--- src/rtl/wallace_pkg.sv ---
// Shared sizing helpers for the pipelined Wallace multiplier: the default operand width,
// the depth of the carry-save tree and the Baugh-Wooley correction constant.
package wallace_pkg;

   localparam int DEFAULT_WIDTH = 8;

   // Each 3:2 level turns every full group of three rows into two.
   function automatic int rows_at_level(input int rows, input int level);
      int n;
      n = rows;
      for (int l = 0; l < level; l++) begin
         if (n > 2) n = n - n / 3;
      end
      return n;
   endfunction

   function automatic int reduction_levels(input int rows);
      int n;
      int lv;
      n  = rows;
      lv = 0;
      while (n > 2) begin
         n  = n - n / 3;
         lv = lv + 1;
      end
      return lv;
   endfunction

   function automatic logic [63:0] bw_const(input int width);
      logic [63:0] c;
      c              = '0;
      c[width]       = 1'b1;
      c[2*width-1]   = 1'b1;
      return c;
   endfunction

endpackage

--- src/rtl/wallace_reducer.sv ---
// Combinational Wallace tree: applies the Baugh-Wooley term inversions for signed beats,
// adds the correction row and reduces everything to two carry-save rows.
module wallace_reducer
   import wallace_pkg::*;
#(
   parameter int WIDTH = DEFAULT_WIDTH
) (
   input  logic [WIDTH-1:0][WIDTH-1:0] pp,
   input  logic                        Signed,
   output logic [2*WIDTH-1:0]          row0,
   output logic [2*WIDTH-1:0]          row1
);

   localparam int W2 = 2 * WIDTH;
   localparam int NR = WIDTH + 1;
   localparam int LV = reduction_levels(NR);
   localparam logic [63:0] BW = bw_const(WIDTH);

   logic [W2-1:0] lvl [LV+1][NR];

   for (genvar i = 0; i < WIDTH; i++) begin : g_rows
      logic [WIDTH-1:0] t;
      always_comb begin
         t = pp[i];
         if (Signed) begin
            if (i == WIDTH - 1) t[WIDTH-2:0] = ~pp[i][WIDTH-2:0];
            else                t[WIDTH-1]   = ~pp[i][WIDTH-1];
         end
      end
      assign lvl[0][i] = W2'(t) << i;
   end

   assign lvl[0][WIDTH] = Signed ? BW[W2-1:0] : '0;

   // Row triples become a sum row and a shifted carry row; leftovers pass straight down.
   for (genvar l = 0; l < LV; l++) begin : g_lvl
      localparam int N = rows_at_level(NR, l);
      localparam int T = N / 3;
      for (genvar j = 0; j < NR; j++) begin : g_out
         if (j < 2 * T && j % 2 == 0) begin : g_sum
            assign lvl[l+1][j] = lvl[l][3*(j/2)] ^ lvl[l][3*(j/2)+1] ^ lvl[l][3*(j/2)+2];
         end else if (j < 2 * T) begin : g_carry
            assign lvl[l+1][j] = ((lvl[l][3*(j/2)]   & lvl[l][3*(j/2)+1]) |
                                  (lvl[l][3*(j/2)]   & lvl[l][3*(j/2)+2]) |
                                  (lvl[l][3*(j/2)+1] & lvl[l][3*(j/2)+2])) << 1;
         end else if (j < N - T) begin : g_pass
            assign lvl[l+1][j] = lvl[l][j+T];
         end else begin : g_zero
            assign lvl[l+1][j] = '0;
         end
      end
   end

   assign row0 = lvl[LV][0];
   assign row1 = lvl[LV][1];

endmodule

--- src/rtl/wallace_multiplier_pipe.sv ---
// Three-stage stallable multiplier: operand register, Wallace reduction register and
// final carry-propagate adder register, all advancing together under one handshake.
module wallace_multiplier_pipe
   import wallace_pkg::*;
#(
   parameter int WIDTH = DEFAULT_WIDTH
) (
   input  logic                 clk,
   input  logic                 rst,
   input  logic                 in_valid,
   output logic                 in_ready,
   input  logic [WIDTH-1:0]     A,
   input  logic [WIDTH-1:0]     B,
   input  logic                 Signed,
   output logic                 out_valid,
   input  logic                 out_ready,
   output logic [2*WIDTH-1:0]   Out
);

   logic                        advance;
   logic                        s1_v;
   logic [WIDTH-1:0]            s1_a;
   logic [WIDTH-1:0]            s1_b;
   logic                        s1_sgn;
   logic [WIDTH-1:0][WIDTH-1:0] pp;
   logic [2*WIDTH-1:0]          red0;
   logic [2*WIDTH-1:0]          red1;
   logic                        s2_v;
   logic [2*WIDTH-1:0]          s2_r0;
   logic [2*WIDTH-1:0]          s2_r1;

   assign advance  = !out_valid || out_ready;
   assign in_ready = advance && !rst;

   for (genvar i = 0; i < WIDTH; i++) begin : g_pp
      assign pp[i] = s1_a & {WIDTH{s1_b[i]}};
   end

   wallace_reducer #(.WIDTH(WIDTH)) u_reducer (
      .pp     (pp),
      .Signed (s1_sgn),
      .row0   (red0),
      .row1   (red1)
   );

   // Data registers only reload behind a valid bit, so bubbles leave the last values in place.
   always_ff @(posedge clk) begin
      if (rst) begin
         s1_v      <= 1'b0;
         s1_a      <= '0;
         s1_b      <= '0;
         s1_sgn    <= 1'b0;
         s2_v      <= 1'b0;
         s2_r0     <= '0;
         s2_r1     <= '0;
         out_valid <= 1'b0;
         Out       <= '0;
      end else if (advance) begin
         s1_v <= in_valid;
         if (in_valid) begin
            s1_a   <= A;
            s1_b   <= B;
            s1_sgn <= Signed;
         end
         s2_v <= s1_v;
         if (s1_v) begin
            s2_r0 <= red0;
            s2_r1 <= red1;
         end
         out_valid <= s2_v;
         if (s2_v) Out <= s2_r0 + s2_r1;
      end
   end

endmodule
--- config.mk ---
export PLATFORM = sky130hd
export DESIGN_NAME = wallace_multiplier_pipe
export DESIGN_NICKNAME = d
export VERILOG_FILES = /design/src/rtl/wallace_pkg.sv /design/src/rtl/wallace_reducer.sv /design/src/rtl/wallace_multiplier_pipe.sv
export SDC_FILE = /design/constraint.sdc
export NUM_CORES = 1
export LEC_CHECK = 0
export BUFFER_PORTS_ARGS = -buffer_cell sky130_fd_sc_hd__buf_2
export CAP_MARGIN = 20
export CORE_UTILIZATION = 60
export CTS_BUF_LIST = sky130_fd_sc_hd__clkbuf_4 sky130_fd_sc_hd__clkbuf_8
export DETAILED_ROUTE_END_ITERATION = 7
export PLACE_DENSITY = 0.8
export SLEW_MARGIN = 15
export SYNTH_ARGS = -nofsm -noshare
export SYNTH_HDL_FRONTEND = slang
export SYNTH_SLANG_ARGS = --single-unit
--- constraint.sdc ---
create_clock -name clk -period 3.35 [get_ports clk]
set_input_delay 0.1675 -clock clk [delete_from_list [all_inputs] [get_ports clk]]
set_output_delay 0.1675 -clock clk [all_outputs]
set_load 0.01 [all_outputs]
==> flow_metrics.py <==
metrics = {
    "final_layout": {
        "final_cell_mix": "nand2_1, dfxtp_1, a21oi_1",
        "area_growth_pct": 10.3,
        "layout.nets": 641,
        "num_antenna_cells": 0,
        "drive_gt1_frac": 0.123,
        "nFillCells": 586,
        "mostFrequentLayoutCell": "nand2_1",
        "final_util": 0.700,
    },
    "global_route": {
        "grt_overflow_total": 0,
        "grt_pass1_vias": 3680,
        "grt_usage": 0.285,
        "antenna_found_initial": 0,
        "grt_pass1_wl_um": 16500,
        "grt_max_degree": 67,
    },
    "yosys": {
        "async_reset_ff_frac": 0,
        "synth_warnings": 0,
        "ys_types": 47,
        "synth-edff-count": 0,
        "ys.flop_type": "dfxtp_1",
        "synth_area_um2": 4380,
        "syn-instance-count": 525,
        "syn_avg_cell_area_um2": 8.34,
        "ys_ff_latch": 63,
        "seq_area_frac_synth": 0.288,
        "synth_nets": 617,
    },
    "min_path": {
        "whs_endpoint": "s1_a[1]",
        "hold_path_depth": 3,
        "hold_start": "A[1]",
        "holdCritPathClass": "in2reg",
    },
    "place": {
        "dp_hpwl_um": 6860,
        "gp_congestion": 0.901,
        "portBuffers": 38,
    },
    "setup_path": {
        "rr_worst_depth": 9,
        "crit_path_end_kind": "flop",
        "r2r_end": "s2_r0[7]",
        "crit_fanout": 9,
        "crit_type": "reg2reg",
        "rrSetupSlack_ns": 0.26,
        "crit_arrival_ns": 3.38,
        "crit_path_start_kind": "flop",
        "critical_path_required_ns": 3.63,
        "r2r_start": "s1_b[0]",
    },
    "power_and_ir_drop": {
        "power.leakage_nw": 2.09,
        "finalPower_w": 0.00187,
        "p_per_area_nw_per_um2": 387,
        "vdd_drop_max_mv": 0.314,
    },
    "timing": {
        "fmax_mhz": 323,
        "fin_crit_sh": 0.924,
        "rsz0062_at_grt": "false",
        "setup_tns_ns": 0,
        "max_slew.worst_pin.slew_ns": 0.929,
        "min_period_ns": 3.09,
        "whs_ns": 0.0477,
        "maxSlewHeadroom": 0.381,
        "setup_viol": 0,
        "clock_skew_ns": 0.00823,
        "drv_slew": 0,
        "hold_viol_final": 0,
    },
    "cts": {
        "cts_sinks": 63,
        "clk_path_buf_depth": 2,
        "holdBufCountCts": 0,
        "path_clk_slew_ns": 0.07,
        "htreeDepth": 3,
        "cts_tree": "done",
        "cts_resized": 0,
        "post-cts-setup-buffers": 0,
        "clk_latency_ns": 0.35,
        "cts_buffers": 9,
        "clock-root-buffer": "clkbuf_8",
    },
    "floorplanning": {
        "die_h_um": 87.4,
        "core_um2": 6910,
        "io_pins": 39,
        "die_w_um": 87.4,
        "dieArea_um2": 7650,
        "rows": 30,
        "start_util": 0.634,
    },
    "route": {
        "wire_per_inst_um": 14.6,
        "postRouteAntennaNets": 0,
        "first_iter_violations": 170,
        "num_vias": 3556,
        "drt-total-wl_um": 9460,
        "firstDrtPassIters": 4,
        "vias_per_cell": 5.48,
        "drc_errors": 0,
    },
    "status": {
        "outcome": "completed",
    },
    "flow_run": {
        "maxCapViolations": 0,
    },
}
[layout make-up]
type,instances,area (um2),area share
inverters,44,165,0.0342
clock inverters,3,90.1,0.0186
repair buffers,43,228,0.0471
multi-input cells,388,2810,0.581
well taps,96,120,0.0249
flip-flops and latches,63,1260,0.261
clock buffers,12,159,0.0329
[sequential cells by signal (all words and copies together) (netlist names)]
signal / flops
Out: 16
s1_v: 1
s1_a: 8
s2_r1: 11
s2_r0: 16
s1_sgn: 1
s1_b: 8
out_valid: 1
s2_v: 1
[metal layers]
layer,vias to the layer above,part of all wire,track usage
met2,92,0.52,0.506
met3,16,0.051,0.0720
li1,1732,-,-
met1,1716,0.41,0.336
met4,0,0.018,0.0939
met5,-,0,0
[cell usage after synthesis, types with 2 or more instances]
cell | number | area share
nand2_1 | 138 | 0.12
dfxtp_1 | 63 | 0.29
a21oi_1 | 59 | 0.067
inv_1 | 43 | 0.037
fa_1 | 38 | 0.17
and2_1 | 35 | 0.050
ha_1 | 33 | 0.094
clkbuf_1 | 13 | 0.011
xnor2_1 | 13 | 0.026
nor2_1 | 12 | 0.010
buf_2 | 11 | 0.013
nand3_1 | 8 | 0.0091
buf_4 | 5 | 0.0086
nor3_1 | 5 | 0.0057
o21ai_0 | 5 | 0.0057
a211oi_1 | 4 | 0.0069
nor2b_1 | 3 | 0.0043
nor4b_1 | 3 | 0.0060
xor2_1 | 3 | 0.0060
nand2_2 | 2 | 0.0029
o221ai_1 | 2 | 0.0040
or4_1 | 2 | 0.0034
[critical path: stages, from the launching register on]
cell and delay, ns:
dfxtp_1 0.47, nand2_1 0.10, xor2_1 0.16, fa_1 0.45, fa_1 0.49, inv_1 0.05, fa_1 0.50, fa_1 0.57
nand2_1 0.07, a21oi_1 0.15
[power breakdown]
| part | switching, W | internal [W] | total, W | leakage [nW] |
|---|---|---|---|---|
| sequential | 0.0000328 | 0.000774 | 0.000807 | 0.512 |
| combinational | 0.000140 | 0.0000896 | 0.000230 | 1.45 |
| clock | 0.000295 | 0.000539 | 0.000835 | 0.126 |
| total | 0.000468 | 0.00140 | 0.00187 | 2.09 |
[how the worst max path moves through the flow]
stage               end  slack, ns    start  depth (start not counted)
4_1_cts        s2_r0[7]       0.25  s1_b[0]                          9
6_report       s2_r0[7]       0.26  s1_b[0]                          9
3_3_place_gp   s2_r0[7]       0.36  s1_a[2]                          9
2_1_floorplan  s2_r0[7]       0.38  s1_a[7]                         10
3_5_place_dp   s2_r0[7]       0.32  s1_a[2]                          9
5_1_grt        s2_r0[7]       0.06  s1_b[4]                          9
[kinds of logic after synthesis]
group,after synthesis,share of synthesized area
multiplexers,1,0.00229
adder cells (fa/ha/maj),71,0.268
buffers and inverters,74,0.0708
AND/OR/NAND/NOR,217,0.226
XOR/XNOR,16,0.0320
flip-flops,63,0.288
AO/OA/AOI/OAI,83,0.113
[metrics by stage]
stage | setup WS (ns) | instance area (um2) | std cells
floorplan | 0.381 | 4380 | 525
CTS | 0.247 | 4830 | 649
finish | 0.256 | 4830 | 649
detailed placement | 0.316 | 4580 | 634
global route | 0.0643 | 4830 | 649
global placement | 0.358 | 4580 | 634
(Power assumes the default switching activity.)
